<file path="src/rtl/pipeline_stage_regs_pkg.sv">
// Shared widths, control-bit maps and payload types for the MIPS inter-stage registers.
package pipeline_stage_regs_pkg;

    localparam int unsigned DW        = 32;
    localparam int unsigned RW        = 5;
    localparam int unsigned PAGE_W    = 4;
    localparam int unsigned ID_CTRL_W = 9;
    localparam int unsigned EX_CTRL_W = 4;

    // ID/EX control word bit positions
    localparam int unsigned CTRL_MEM_WRITE  = 8;
    localparam int unsigned CTRL_MEM_READ   = 7;
    localparam int unsigned CTRL_REG_WRITE  = 6;
    localparam int unsigned CTRL_REG_DST    = 5;
    localparam int unsigned CTRL_MEM_TO_REG = 4;
    localparam int unsigned CTRL_ALU_SRC    = 3;
    localparam int unsigned CTRL_ALU_OP_HI  = 2;
    localparam int unsigned CTRL_ALU_OP_LO  = 0;

    // EX/MEM control word bit positions
    localparam int unsigned EXC_MEM_WRITE  = 3;
    localparam int unsigned EXC_MEM_READ   = 2;
    localparam int unsigned EXC_REG_WRITE  = 1;
    localparam int unsigned EXC_MEM_TO_REG = 0;

    localparam logic [DW-1:0] NOP_INSTR = '0;

    typedef struct packed {
        logic       mem_write;
        logic       mem_read;
        logic       reg_write;
        logic       reg_dst;
        logic       mem_to_reg;
        logic       alu_src;
        logic [2:0] alu_op;
    } id_ctrl_t;

    typedef struct packed {
        logic mem_write;
        logic mem_read;
        logic reg_write;
        logic mem_to_reg;
    } ex_ctrl_t;

    // Subset of the decode control word that travels past execute.
    function automatic ex_ctrl_t to_ex_ctrl(input id_ctrl_t c);
        ex_ctrl_t e;
        e.mem_write  = c.mem_write;
        e.mem_read   = c.mem_read;
        e.reg_write  = c.reg_write;
        e.mem_to_reg = c.mem_to_reg;
        return e;
    endfunction

endpackage

</file>
<file path="src/rtl/pipeline_stage_regs_pipe_reg.sv">
// Generic pipeline register: sync active-low reset, then clear, then enable, else hold.
module pipe_reg #(
    parameter int unsigned W = 1
) (
    input  logic         clk,
    input  logic         rst,
    input  logic         en,
    input  logic         clr,
    input  logic [W-1:0] d,
    output logic [W-1:0] q
);

    logic [W-1:0] data_d;
    logic [W-1:0] data_q;

    // Clear beats enable so a flush lands even while the stage is stalled.
    always_comb begin
        data_d = data_q;
        if (clr) begin
            data_d = '0;
        end else if (en) begin
            data_d = d;
        end
    end

    always_ff @(posedge clk) begin
        if (!rst) begin
            data_q <= '0;
        end else begin
            data_q <= data_d;
        end
    end

    assign q = data_q;

endmodule

</file>
<file path="src/rtl/pipeline_stage_regs.sv">
// IF/ID, ID/EX and EX/MEM registers of the 5-stage MIPS pipeline, one pipe_reg per stage.
module pipeline_stage_regs
    import pipeline_stage_regs_pkg::*;
#(
    parameter int unsigned DW = pipeline_stage_regs_pkg::DW,
    parameter int unsigned RW = pipeline_stage_regs_pkg::RW
) (
    input  logic                 clk,
    input  logic                 rst,

    input  logic                 if_id_flush,
    input  logic                 if_id_write,
    input  logic [DW-1:0]        if_instr,
    input  logic [DW-1:0]        if_pc_plus4,
    input  logic [PAGE_W-1:0]    if_pc_page,
    output logic [DW-1:0]        if_id_instr,
    output logic [DW-1:0]        if_id_pc_plus4,
    output logic [PAGE_W-1:0]    if_id_pc_page,

    input  logic [ID_CTRL_W-1:0] id_ctrl,
    input  logic [DW-1:0]        id_rd1,
    input  logic [DW-1:0]        id_rd2,
    input  logic [DW-1:0]        id_imm,
    input  logic [3*RW-1:0]      id_regs,
    output logic [ID_CTRL_W-1:0] id_ex_ctrl,
    output logic [DW-1:0]        id_ex_rd1,
    output logic [DW-1:0]        id_ex_rd2,
    output logic [DW-1:0]        id_ex_imm,
    output logic [3*RW-1:0]      id_ex_regs,

    input  logic [EX_CTRL_W-1:0] ex_ctrl,
    input  logic [RW-1:0]        ex_dst,
    input  logic                 ex_zero,
    input  logic [DW-1:0]        ex_alu_result,
    input  logic [DW-1:0]        ex_wdata,
    output logic [EX_CTRL_W-1:0] ex_mem_ctrl,
    output logic [RW-1:0]        ex_mem_dst,
    output logic                 ex_mem_zero,
    output logic [DW-1:0]        ex_mem_alu_result,
    output logic [DW-1:0]        ex_mem_wdata
);

    localparam int unsigned IF_ID_W  = 2 * DW + PAGE_W;
    localparam int unsigned ID_EX_W  = ID_CTRL_W + 3 * DW + 3 * RW;
    localparam int unsigned EX_MEM_W = EX_CTRL_W + RW + 1 + 2 * DW;

    logic [IF_ID_W-1:0]  if_id_d;
    logic [IF_ID_W-1:0]  if_id_q;
    logic [ID_EX_W-1:0]  id_ex_d;
    logic [ID_EX_W-1:0]  id_ex_q;
    logic [EX_MEM_W-1:0] ex_mem_d;
    logic [EX_MEM_W-1:0] ex_mem_q;

    // Field order inside each stage word is fixed here and unpacked identically below.
    always_comb begin
        if_id_d  = {if_instr, if_pc_plus4, if_pc_page};
        id_ex_d  = {id_ctrl, id_rd1, id_rd2, id_imm, id_regs};
        ex_mem_d = {ex_ctrl, ex_dst, ex_zero, ex_alu_result, ex_wdata};
    end

    pipe_reg #(.W(IF_ID_W)) u_if_id (
        .clk (clk),
        .rst (rst),
        .en  (if_id_write),
        .clr (if_id_flush),
        .d   (if_id_d),
        .q   (if_id_q)
    );

    // Bubbles reach ID/EX as zeroed id_ctrl, so these stages never stall or flush.
    pipe_reg #(.W(ID_EX_W)) u_id_ex (
        .clk (clk),
        .rst (rst),
        .en  (1'b1),
        .clr (1'b0),
        .d   (id_ex_d),
        .q   (id_ex_q)
    );

    pipe_reg #(.W(EX_MEM_W)) u_ex_mem (
        .clk (clk),
        .rst (rst),
        .en  (1'b1),
        .clr (1'b0),
        .d   (ex_mem_d),
        .q   (ex_mem_q)
    );

    assign {if_id_instr, if_id_pc_plus4, if_id_pc_page} = if_id_q;
    assign {id_ex_ctrl, id_ex_rd1, id_ex_rd2, id_ex_imm, id_ex_regs} = id_ex_q;
    assign {ex_mem_ctrl, ex_mem_dst, ex_mem_zero, ex_mem_alu_result, ex_mem_wdata} = ex_mem_q;

endmodule

</file>
<file path="config.mk">
export PLATFORM = sky130hd
export DESIGN_NAME = pipeline_stage_regs
export DESIGN_NICKNAME = d
export VERILOG_FILES = /design/src/rtl/pipeline_stage_regs_pkg.sv /design/src/rtl/pipeline_stage_regs_pipe_reg.sv /design/src/rtl/pipeline_stage_regs.sv
export SDC_FILE = /design/constraint.sdc
export NUM_CORES = 1
export LEC_CHECK = 0
export CAP_MARGIN = 30
export CORE_AREA = 2 2 207 209
export DETAILED_ROUTE_END_ITERATION = 7
export DIE_AREA = 0 0 209 211
export GPL_ROUTABILITY_DRIVEN = 0
export PLACE_DENSITY = 0.47
export SLEW_MARGIN = 20
export SYNTH_ARGS = -nofsm -noshare
export SYNTH_HDL_FRONTEND = slang
export SYNTH_SLANG_ARGS = --single-unit
</file>
<file path="constraint.sdc">
create_clock -name clk -period 2.9 [get_ports clk]
set_input_delay 0.435 -clock clk [delete_from_list [all_inputs] [get_ports clk]]
set_output_delay 0.435 -clock clk [all_outputs]
set_load 0.01 [all_outputs]
</file>
==> reports/metrics.cfg <==
[routing]
vias = 6208
dr_wl_met2_um = 13150
highest_layer = met5
wirelength_um = 27680
vias_per_cell = 3.599
wl_per_cell_um = 16.05
drc = 0
wl_met3_um = 3412
dr.first_iter.drc_count = 192
drtAntennaViolNets = 0
firstDrtPassIters = 4
wl_met1_um = 10330

[worst_setup_path]
cp_top_family = buffers and inverters
crit_end = if_id_pc_page[3]
cpMaxStageDelayCell = clkdlybuf4s50_1
rrSetupSlack_ns = 2.25
start_kind = flip-flop
r2r-start = u_if_id.q[3]
cp.arrival_ns = 1.47
cp.depth = 1
worstSetupStartpoint = u_if_id.q[3]
worstReg2RegEnd = u_if_id.q[3]
worstPathCellList = clkdlybuf4s50_1
r2r_cells = 2
cpPeakStageDelay_ns = 0.57
path_max_fanout = 2
worstPathRequired_ns = 2.47
worstSetupPathType = reg -> out
crit_buf_inv = 1
endpoint_kind = output pin

[cts]
clk_pin_slew_ns = 0.05
cts-htree-levels = 2
cts_buffers = 34
cts_setup_buffers = 0
cts_tree = yes
post_cts_resize_count = 0
cts.sinks = 262
clockBufferDepth = 3
insertion_delay_ns = 0.52
cts_root_buffer = clkbuf_16
cts_hold_buf = 0

[finish]
drive_above_1_share = 0.05059
final_area_um2 = 14550
n_fill_cell = 4214
multi_input_area_um2 = 2158
layout.nets = 1429
antennaDiodeCount = 0
final-seq-area_um2 = 5245
area_growth_pct = 91.60

[floorplanning]
die-area_um2 = 44100
initial_core_util = 0.1819
ios = 528
dieWidth_um = 209
core_area_um2 = 41760
die_y_um = 211
row_count = 75

[synth]
synthCells = 630
muxShareOfSynthArea = 0.08961
synthesis.area_um2 = 7596
synth_nets = 896
netlist_top_cells_count = dfxtp_1 (262), and2_1 (194), mux2i_1 (68), nor2_1 (68), clkbuf_1 (20)
yosys.area.top_type = dfxtp_1
synth-edff-count = 0
synth_top_cell_area_share = 0.6905
netlist_top_cells_area = dfxtp_1 (69%), and2_1 (16%), mux2i_1 (9.0%)
yosysUniqueCellTypes = 9
syn_avg_cell_area_um2 = 12.06
synth-xor-area-share = 0
ys.flop_type = dfxtp_1
async_reset_ff_frac = 0
synth-seq-cells = 262
synth_compound_area_frac = 0
synth_top_family_by_area = simple AND/OR/NAND/NOR gates
yosysMostFrequentCell = dfxtp_1
synthSimpleGateAreaFrac = 0.1942
synth-adder-area-share = 0
yosysWarningCount = 0
seq_area_frac_synth = 0.6905

[min_path]
hp-class = in -> reg

[placement]
dp_hpwl_um = 21110
dpl_worst_slack_ns = 1.179
place_area_um2 = 13440
io_buffers = 527

[sta]
max_freq_mhz = 523.6
worst_pin_slew_ns = 0.6112
fin_ws_ns = 0.9900
slew_violations = 0
period_minus_slack_ns = 1.910
finClkSkew_ns = 0
relSlewSlack = 0.5925
setup_viol = 0
setup_tns_ns = 0
finalHoldViolCount = 0
rsz0062_at_grt = false
fin_crit_sh = 0.6586

[global_route]
grt_pass1_vias = 6560
grt_max_degree = 70
grt-ovfl-total = 0
grt_pass1_wl_um = 39960
track_usage = 0.1214
antenna_found_initial = 1

[status]
outcome = finished clean

[power_and_ir_drop]
p_per_area_nw_per_um2 = 623.2
combPwrFrac = 0.117
p_clk_frac = 0.461
power.leakage_nw = 5.754
ir_worst_vdd_v = 0.0004871
p_switching_mw = 1.985
power_mw = 9.070
p_int_mw = 7.084
swShare = 0.2189
p_seq_frac = 0.422

[job]
cap_violations = 0

-- registers in the layout, indices dropped and copies added (netlist names) --
register    flops
u_id_ex.q     120
u_if_id.q      68
u_ex_mem.q     74
-- routing by layer --
layer	track usage	up-vias
li1	-	3033
met1	0.1249	2778
met2	0.2043	343
met3	0.06601	52
met4	0.05345	2
met5	0	-
-- power by group through the flow --
stage	sequential [mW]	combinational, mW	clock [mW]
3_5_place_dp	3.91	1.08	0
2_1_floorplan	4.00	0.215	0
3_3_place_gp	3.91	1.08	0
6_report	3.83	1.06	4.18
4_1_cts	3.83	1.08	4.35
5_1_grt	3.84	1.14	4.48
-- how the worst min path moves through the flow --
stage | start | end | slack [ns] | cells after the start
3_3_place_gp | u_if_id.q[18] | u_if_id.q[18] | 0.47 | 2
4_1_cts | id_ctrl[2] | u_id_ex.q[113] | 0.44 | 2
3_5_place_dp | u_if_id.q[59] | u_if_id.q[59] | 0.48 | 2
2_1_floorplan | u_if_id.q[0] | u_if_id.q[0] | 0.53 | 2
6_report | rst | u_id_ex.q[78] | 0.48 | 2
5_1_grt | id_imm[17] | u_id_ex.q[32] | 0.46 | 2
-- final cells by class --
class	instances	area share
Multi-Input combinational cell	331	0.1483
Tap cell	539	0.04634
Timing Repair Buffer	534	0.3683
Clock buffer	50	0.06972
Sequential cell	262	0.3604
Clock inverter	9	0.006964
-- stage by stage --
stage                     instances  utilization  hold slack [ns]
final                          1725       0.3485           0.4828
after detailed placement       1666       0.3218           0.4802
after CTS                      1725       0.3485           0.4433
after global placement         1666       0.3218           0.4725
after global routing           1725       0.3485           0.4625
after floorplan                 630            -           0.5300
-- cell families (layout without fill, tap and decap cells) --
kind of cell / count (synthesis) / count (layout)
buf+inv: 37 / 593
flops: 262 / 262
mux: 68 / 68
simple gates: 263 / 263
-- layout by cell type (no fill, tap or decap) --
master and count:
and2_1 194, buf_12 3, buf_4 6, bufinv_16 2, clkbuf_1 9, clkbuf_16 37
clkbuf_8 4, clkdlybuf4s50_1 525, clkinv_2 5, clkinv_4 1, clkinvlp_4 1, dfxtp_1 262
mux2i_1 68, nand2b_2 1, nor2_1 68
Power figures use the tool's default switching activity.
